[src/rtl/ppu_pixel_fifo.sv]
// PPU pixel FIFO: takes whole bitplane tile rows, emits one pixel per cycle with SCX discard.
// Optional PPU_FIFO_PALETTE_EN maps colour index to palette shade inside the FIFO.
module ppu_pixel_fifo #(
    parameter int unsigned DEPTH  = 16,
    parameter int unsigned ROW_W  = 8,
    parameter int unsigned PLANES = 2
) (
    input  logic                            clk_i,
    input  logic                            rst_i,
    input  logic                            flush_i,
    input  logic [2:0]                      discard_n_i,
    input  logic [PLANES*ROW_W-1:0]         row_data_i,
    input  logic                            row_valid_i,
    output logic                            row_ready_o,
    input  logic                            pop_en_i,
    input  logic [(1<<PLANES)*PLANES-1:0]   palette_i,
    output logic [PLANES-1:0]               px_out_o,
    output logic                            px_valid_o,
    output logic [$clog2(DEPTH):0]          level_o
);

    localparam int unsigned AW = $clog2(DEPTH);
    localparam int unsigned LW = AW + 1;
    localparam logic [LW-1:0] PushLimit = LW'(DEPTH - ROW_W);
    localparam logic [LW-1:0] RowInc    = LW'(ROW_W);

    logic [PLANES-1:0] mem_q [DEPTH];
    logic [PLANES-1:0] row_pix [DEPTH];
    logic [AW-1:0]     wr_off [DEPTH];

    logic [AW-1:0]     wr_ptr_q, wr_ptr_d, rd_ptr_q, rd_ptr_d;
    logic [LW-1:0]     level_q, level_d;
    logic [2:0]        discard_q, discard_d;
    logic [PLANES-1:0] px_out_q, px_out_d;
    logic              px_valid_q, px_valid_d;
    logic              push, pop;
    logic [PLANES-1:0] head_pix, head_px;

    assign row_ready_o = !flush_i && !rst_i && (level_q <= PushLimit);
    assign push        = row_valid_i && row_ready_o;
    assign pop         = pop_en_i && (level_q != '0) && !flush_i;
    assign head_pix    = mem_q[rd_ptr_q];

`ifdef PPU_FIFO_PALETTE_EN
    assign head_px = palette_i[int'(head_pix)*PLANES +: PLANES];
`else
    logic unused_palette;
    assign unused_palette = ^palette_i;
    assign head_px        = head_pix;
`endif

    // Pixel k of the row is bit ROW_W-1-k of every plane (leftmost pixel first).
    always_comb begin
        row_pix = '{default: '0};
        wr_off  = '{default: '0};
        for (int k = 0; k < int'(ROW_W); k++) begin
            for (int p = 0; p < int'(PLANES); p++) begin
                row_pix[k][p] = row_data_i[p*ROW_W + (ROW_W - 1 - k)];
            end
        end
        for (int e = 0; e < int'(DEPTH); e++) begin
            wr_off[e] = AW'(e) - wr_ptr_q;
        end
    end

    // Each entry decides locally whether it falls inside the row window being written.
    always_ff @(posedge clk_i) begin
        for (int e = 0; e < int'(DEPTH); e++) begin
            if (push && (LW'(wr_off[e]) < RowInc)) begin
                mem_q[e] <= row_pix[wr_off[e]];
            end
        end
    end

    always_comb begin
        wr_ptr_d   = wr_ptr_q;
        rd_ptr_d   = rd_ptr_q;
        level_d    = level_q;
        discard_d  = discard_q;
        px_out_d   = px_out_q;
        px_valid_d = 1'b0;
        if (flush_i) begin
            wr_ptr_d  = '0;
            rd_ptr_d  = '0;
            level_d   = '0;
            discard_d = discard_n_i;
        end else begin
            if (push) begin
                wr_ptr_d = wr_ptr_q + AW'(ROW_W);
            end
            if (pop) begin
                rd_ptr_d = rd_ptr_q + AW'(1);
                if (discard_q != '0) begin
                    discard_d = discard_q - 3'd1;
                end else begin
                    px_out_d   = head_px;
                    px_valid_d = 1'b1;
                end
            end
            level_d = level_q + (push ? RowInc : '0) - (pop ? LW'(1) : '0);
        end
    end

    always_ff @(posedge clk_i) begin
        if (rst_i) begin
            wr_ptr_q   <= '0;
            rd_ptr_q   <= '0;
            level_q    <= '0;
            discard_q  <= '0;
            px_out_q   <= '0;
            px_valid_q <= 1'b0;
        end else begin
            wr_ptr_q   <= wr_ptr_d;
            rd_ptr_q   <= rd_ptr_d;
            level_q    <= level_d;
            discard_q  <= discard_d;
            px_out_q   <= px_out_d;
            px_valid_q <= px_valid_d;
        end
    end

    assign px_out_o   = px_out_q;
    assign px_valid_o = px_valid_q;
    assign level_o    = level_q;

endmodule

[config.mk]
export PLATFORM = sky130hd
export DESIGN_NAME = ppu_pixel_fifo
export DESIGN_NICKNAME = d
export VERILOG_FILES = /design/src/rtl/ppu_pixel_fifo.sv
export SDC_FILE = /design/constraint.sdc
export NUM_CORES = 1
export LEC_CHECK = 0
export ABC_CLOCK_PERIOD_IN_PS = 2900
export CAP_MARGIN = 20
export CORE_AREA = 10 10 108 72
export CTS_CLUSTER_DIAMETER = 120
export CTS_CLUSTER_SIZE = 40
export DETAILED_ROUTE_END_ITERATION = 16
export DIE_AREA = 0 0 118 82
export GPL_TIMING_DRIVEN = 0
export PLACE_DENSITY_LB_ADDON = 0.15
export RECOVER_POWER = 50
export SLEW_MARGIN = 30
export SYNTH_ARGS = -nofsm -noshare
export SYNTH_HDL_FRONTEND = slang
export SYNTH_SLANG_ARGS = --single-unit
[constraint.sdc]
create_clock -name clk_i -period 2.9 [get_ports clk_i]
set_clock_uncertainty 0.1 [all_clocks]
set_input_delay 0.58 -clock clk_i [delete_from_list [all_inputs] [get_ports clk_i]]
set_output_delay 0.58 -clock clk_i [all_outputs]
set_load 0.02 [all_outputs]
# Yosys cells after proc, flatten, opt, wreduce, memory -nomap -nowiden
# Memory sizes are Yosys's and may differ from the RTL's. A register that Yosys moved wholly into a read port is not among the register bits.
# Index checks and enable logic that the tools add are counted.
word_totals:
  ff_bits: 17
  ramBits: 32
  input_bits: 32
  word_cells: 228
  memories: 1
classes:
  add_sub_neg: 21
  n_lt_le_gt_ge: 33
  n_mux: 110
  n_bitwise: 19
  reduce_logical: 39
memory_table:
  columns: ["memory", "words", "word_bits", "rd", "rd_clocked_by_memory_dff", "write_ports", "line_no", "text"]
  rows:
  - ["mem_q", 16, 2, 1, 1, 8, "27", "logic [PLANES-1:0] mem_q [DEPTH];"]
ops:
  columns: ["operator", "n"]
  rows:
  - ["2-bit binary-select mux with 4-bit select", 16]
  - ["5-bit greater-or-equal comparator, second input constant", 16]
  - ["2-bit two-way mux", 40]
  - ["4-bit inverter with 5-bit output", 16]
  - ["4-bit less-than comparator, second input constant", 16]
  - ["1-bit two-way mux", 42]
  - ["4-bit two-way mux", 9]
  - ["4-bit subtractor, first input constant", 8]
  - ["1-bit logical AND", 21]
  - ["2-bit OR reduction", 9]
  - ["3-bit by 4-bit subtractor with 4-bit output, first input constant", 4]
  - ["3-bit two-way mux", 3]
  - ["1-bit by 4-bit subtractor with 4-bit output, first input constant", 2]
  - ["2-bit by 4-bit subtractor with 4-bit output, first input constant", 2]
  - ["5-bit by 4-bit adder with 5-bit output", 1]
  - ["5-bit by 4-bit less-or-equal comparator with 1-bit output, second input constant", 1]
  - ["5-bit nonzero test", 1]
  - ["5-bit by 1-bit subtractor with 5-bit output", 1]
  - ["4-bit by 1-bit adder with 4-bit output, second input constant", 1]
  - ["4-bit adder, second input constant", 1]
  - ["2-bit nonzero test", 2]
  - ["1-bit inverter", 3]
  - ["3-bit AND reduction", 1]
  - ["3-bit nonzero test", 1]
  - ["4 further kinds", 5]

# Logic depth before layout (Yosys ltp)
logic_depth:
  ltp_word: 9
  depth_mapped: 11

# Worst setup path after synthesis
# No wires, ideal clock.
synth_path:
  path_kind: "input to register"
  start: "input port rst_i"
  end: "memory mem_q[0][0] (enable)"
  setup_time_ns: 0.388
  arrival_ns: 2.197
  required_time_ns: 2.412
  slack_ns: 0.215
  cell_stages: 4
  n_path_buf: 1
  path_cell_list: "clkbuf_1 -> or2_2 -> a2111o_1 -> nor2_1"
synth_rtl:
  columns: ["element", "line_no", "text"]
  rows:
  - ["start: declaration", "9", "input logic rst_i,"]
  - ["end: declaration", "27", null]

# Worst setup path after layout
layout_path:
  start: "input port flush_i"
  end: "register level_q[4] (netlist: level_o[4])"
layout_via:
  elab_chain_cells: 7
layout_lines:
  columns: ["element", "line_no", "text"]
  rows:
  - ["start: declaration", "10", "input logic flush_i,"]
  - ["1-bit zero test", "39, 41", null]
  - ["1-bit logical AND (2 in a row)", "39", "assign row_ready_o = !flush_i && !rst_i && (level_q <= PushLimit);"]
  - ["1-bit logical AND", "40", "assign push = row_valid_i && row_ready_o;"]
  - ["4-bit two-way mux", "100", "level_d = level_q + (push ? RowInc : '0) - (pop ? LW'(1) : '0);"]
  - ["5-bit by 4-bit adder with 5-bit output", "100", null]
  - ["5-bit by 1-bit subtractor with 5-bit output", "100", null]
  - ["end signal: assignment", "115", "level_q <= level_d;"]
  - ["end: declaration", "32", "logic [LW-1:0] level_q, level_d;"]
# Several ways; a longest one is shown, not always the timed one.
# A chain may end at the register's enable or synchronous reset.

==> results_dict.tcl <==
set metrics [dict create \
    row_count 22 \
    synth_area_mm2 0.00225 \
    power_density_mw_per_mm2 524 \
    ys.flop_type "edfxtp_1" \
    clockBufferDepth 2 \
    tightest_slew_ps 853 \
    dp.final_hpwl_um 3420 \
    drive_gt1_share_pct 10.4 \
    core_area_mm2 0.00584 \
    ctsHoldBuffers 0 \
    grt_max_degree 17 \
    hold_class "flip-flop to flip-flop" \
    vdd_drop_max_v 0.000210 \
    areaGrowthSynthToFinish_pct 22.3 \
    synth_cells 172 \
    crit_path_top_delay_cell "a2111o_1" \
    synth_edf_count 32 \
    grtUsageTotal_pct 9.94 \
    ff2ff_path_depth 9 \
    cp_max_fo 8 \
    endpoint_kind "flip-flop" \
    yosysWarnings 0 \
    synth_area_per_cell_um2 13.1 \
    htree_levels 2 \
    cp.required_ps 2970 \
    drt-total-wl_um 4600 \
    antenna_cells 0 \
    reg2reg_slack_ps 210 \
    startpoint "flush_i" \
    postRouteAntennaNets 0 \
    ys_seq_area_share_pct 57.0 \
    io_pins 41 \
    crit_chain "dlygate4sd2_1 > or2_2 > a2111o_1 > ha_1 > inv_1 > ha_1 > a21oi_1 > xnor2_1 > nor2_1" \
    min_from "px_out_o[0]" \
    clk_pin_slew_ps 90 \
    timing.fmax_mhz 369 \
    die_area_mm2 0.00968 \
    synth_cell_type_count 31 \
    nets 251 \
    status "completed" \
    tns_ps 0 \
    synth_top_cell_area_share_pct 42.8 \
    grt_pass1_wl_um 7550 \
    start_util_pct 38.5 \
    power_w 0.00144 \
    p_leak_nw 0.966 \
    drt_pass1_iterations 4 \
    layout_setup_ws_ps 189 \
    final_cell_area_mm2 0.00275 \
    drc 0 \
    critical-path-top-delay-family "compound AO/OA/AOI/OAI gates" \
    period_share_pct 93.5 \
    insertion_delay_ps 300 \
    first_iter_violations 88 \
    vias 1422 \
    maxSlewHeadroom_pct 43.1 \
    cpPeakStageDelay_ps 490 \
    post_drt_via_cell_ratio 4.82 \
    final_cell_mix "edfxtp_1, clkdlybuf4s50_1, nor2b_1, dfxtp_1, nor2_1" \
    r2r-end "level_o[4]" \
    cts.sinks 48 \
    antenna_found_initial 0 \
    synthTopCellsByArea "edfxtp_1, dfxtp_1, mux4_2, and2_1, ha_1" \
    cts_tree "built" \
    drv_slew 0 \
    cp.arrival_ps 2780 \
    root_buffer "clkbuf_8" \
    dp_slack_ps -377 \
    cp_common_cell "ha_1" \
    start_kind "input port" \
    mostFrequentLayoutCell "edfxtp_1" \
    die_h_um 82 \
    placed_area_mm2 0.00267 \
    ys_seq_elements 48 \
    min_path_cells 2 \
    synth_nets 213 \
    gp_congestion 0.726 \
    max-cap-violations 0 \
    overflow 0 \
    rsz0062_at_grt "no" \
    holdWs_ps 408 \
    crit_type "input port to flip-flop" \
    regToRegStartpoint "level_o[1]" \
    hold_viol 0 \
    min_to "px_out_o[0]" \
    portBuffers 31 \
    cts_buffers 5 \
    crit_buf_inv 2 \
    yosys.area.top_type "edfxtp_1" \
    grt_pass1_vias 1450 \
    synth-async-reset-ratio_pct 0 \
    setup_viol 0 \
    wire_per_inst_um 15.6 \
    die_w_um 118 \
    period_minus_slack_ps 2710 \
]
worst reg2reg max path, delay by kind of cell (launching register included):
kind                       cells  cell delay [ps]
DFF                            1              370
AOI/OAI and AO/OA              2              710
adders and majority gates      2              610
buffers and inverters          2              220
xor gates and xnor gates       1              150
and+or+nand+nor                2              410
metal layers:
| metal | wire (um) | vias up | global-route usage [%] |
|---|---|---|---|
| li1 | - | 683 | - |
| met1 | 2280 | 697 | 13.3 |
| met2 | 2100 | 35 | 15.7 |
| met3 | 173 | 7 | 2.47 |
| met4 | 48 | 0 | 3.32 |
| met5 | 0 | - | 0 |
area by class of cell:
class | instances | area, um2
clock inverter | 3 | 18.8
buffer | 8 | 33.8
fill | 542 | 3090
sequential | 48 | 1280
multi-input combinational | 103 | 883
inverter | 13 | 48.8
timing repair buffer | 31 | 308
tap | 84 | 105
clock buffer | 5 | 68.8
what timing repair did:
action                                  CTS  global route
resized for setup                         2             0
buffers inserted                          0             0
endpoints found under the setup margin    2             0
kinds of logic (layout without fill, tap and decap cells):
kind of cell             Yosys count  after routing  synth area share (%)
AND/OR/NAND/NOR                   59             59                  14.8
XOR/XNOR                           8              8                  3.12
adder cells (fa/ha/maj)            9              9                  5.35
AO/OA/AOI/OAI                     14             14                  4.73
multiplexers                      13             13                  11.4
flip-flops                        48             48                  57.0
buffers and inverters             21             60                  3.68
how the worst max path moves through the flow:
stage / end / cells past startpoint
floorplan: mem_q[0][0] / 4
global placement: mem_q[0][1] / 4
detailed placement: level_o[4] / 9
CTS: level_o[4] / 9
global route: level_o[4] / 9
finish: level_o[4] / 9
sequential cells by signal (all words and copies together), names as in the netlist:
name	count
discard_q	3
level_o	5
mem_q	32
px_out_o	2
px_valid_o	1
rd_ptr_q	4
wr_ptr_q	1
synth_stat cells, types with 2 or more instances:
| cell type | n |
|---|---|
| edfxtp_1 | 32 |
| nor2_1 | 17 |
| and2_1 | 16 |
| dfxtp_1 | 16 |
| nor2b_1 | 16 |
| inv_1 | 13 |
| mux4_2 | 10 |
| ha_1 | 8 |
| clkbuf_1 | 7 |
| xnor2_1 | 5 |
| a211oi_1 | 3 |
| mux2i_1 | 3 |
| xor2_1 | 3 |
| a21oi_1 | 2 |
| o2111ai_1 | 2 |
| o21ai_1 | 2 |
| or2_2 | 2 |
| or4_1 | 2 |
report_power, final:
part           total (W)  leakage, nW  internal [W]  switching [W]
Combinational   0.000271        0.489      0.000136       0.000135
Sequential      0.000774        0.439      0.000756      0.0000180
Clock           0.000394       0.0378      0.000167       0.000227
Total            0.00144        0.966       0.00106       0.000381
per-stage QoR:
step                      instances  util [%]
after floorplan                 172         -
after global placement          287      45.6
after detailed placement        287      45.7
after CTS                       295      47.2
after global routing            295      47.1
final                           295      47.1
No activity file was read; power rests on OpenSTA's default activity.
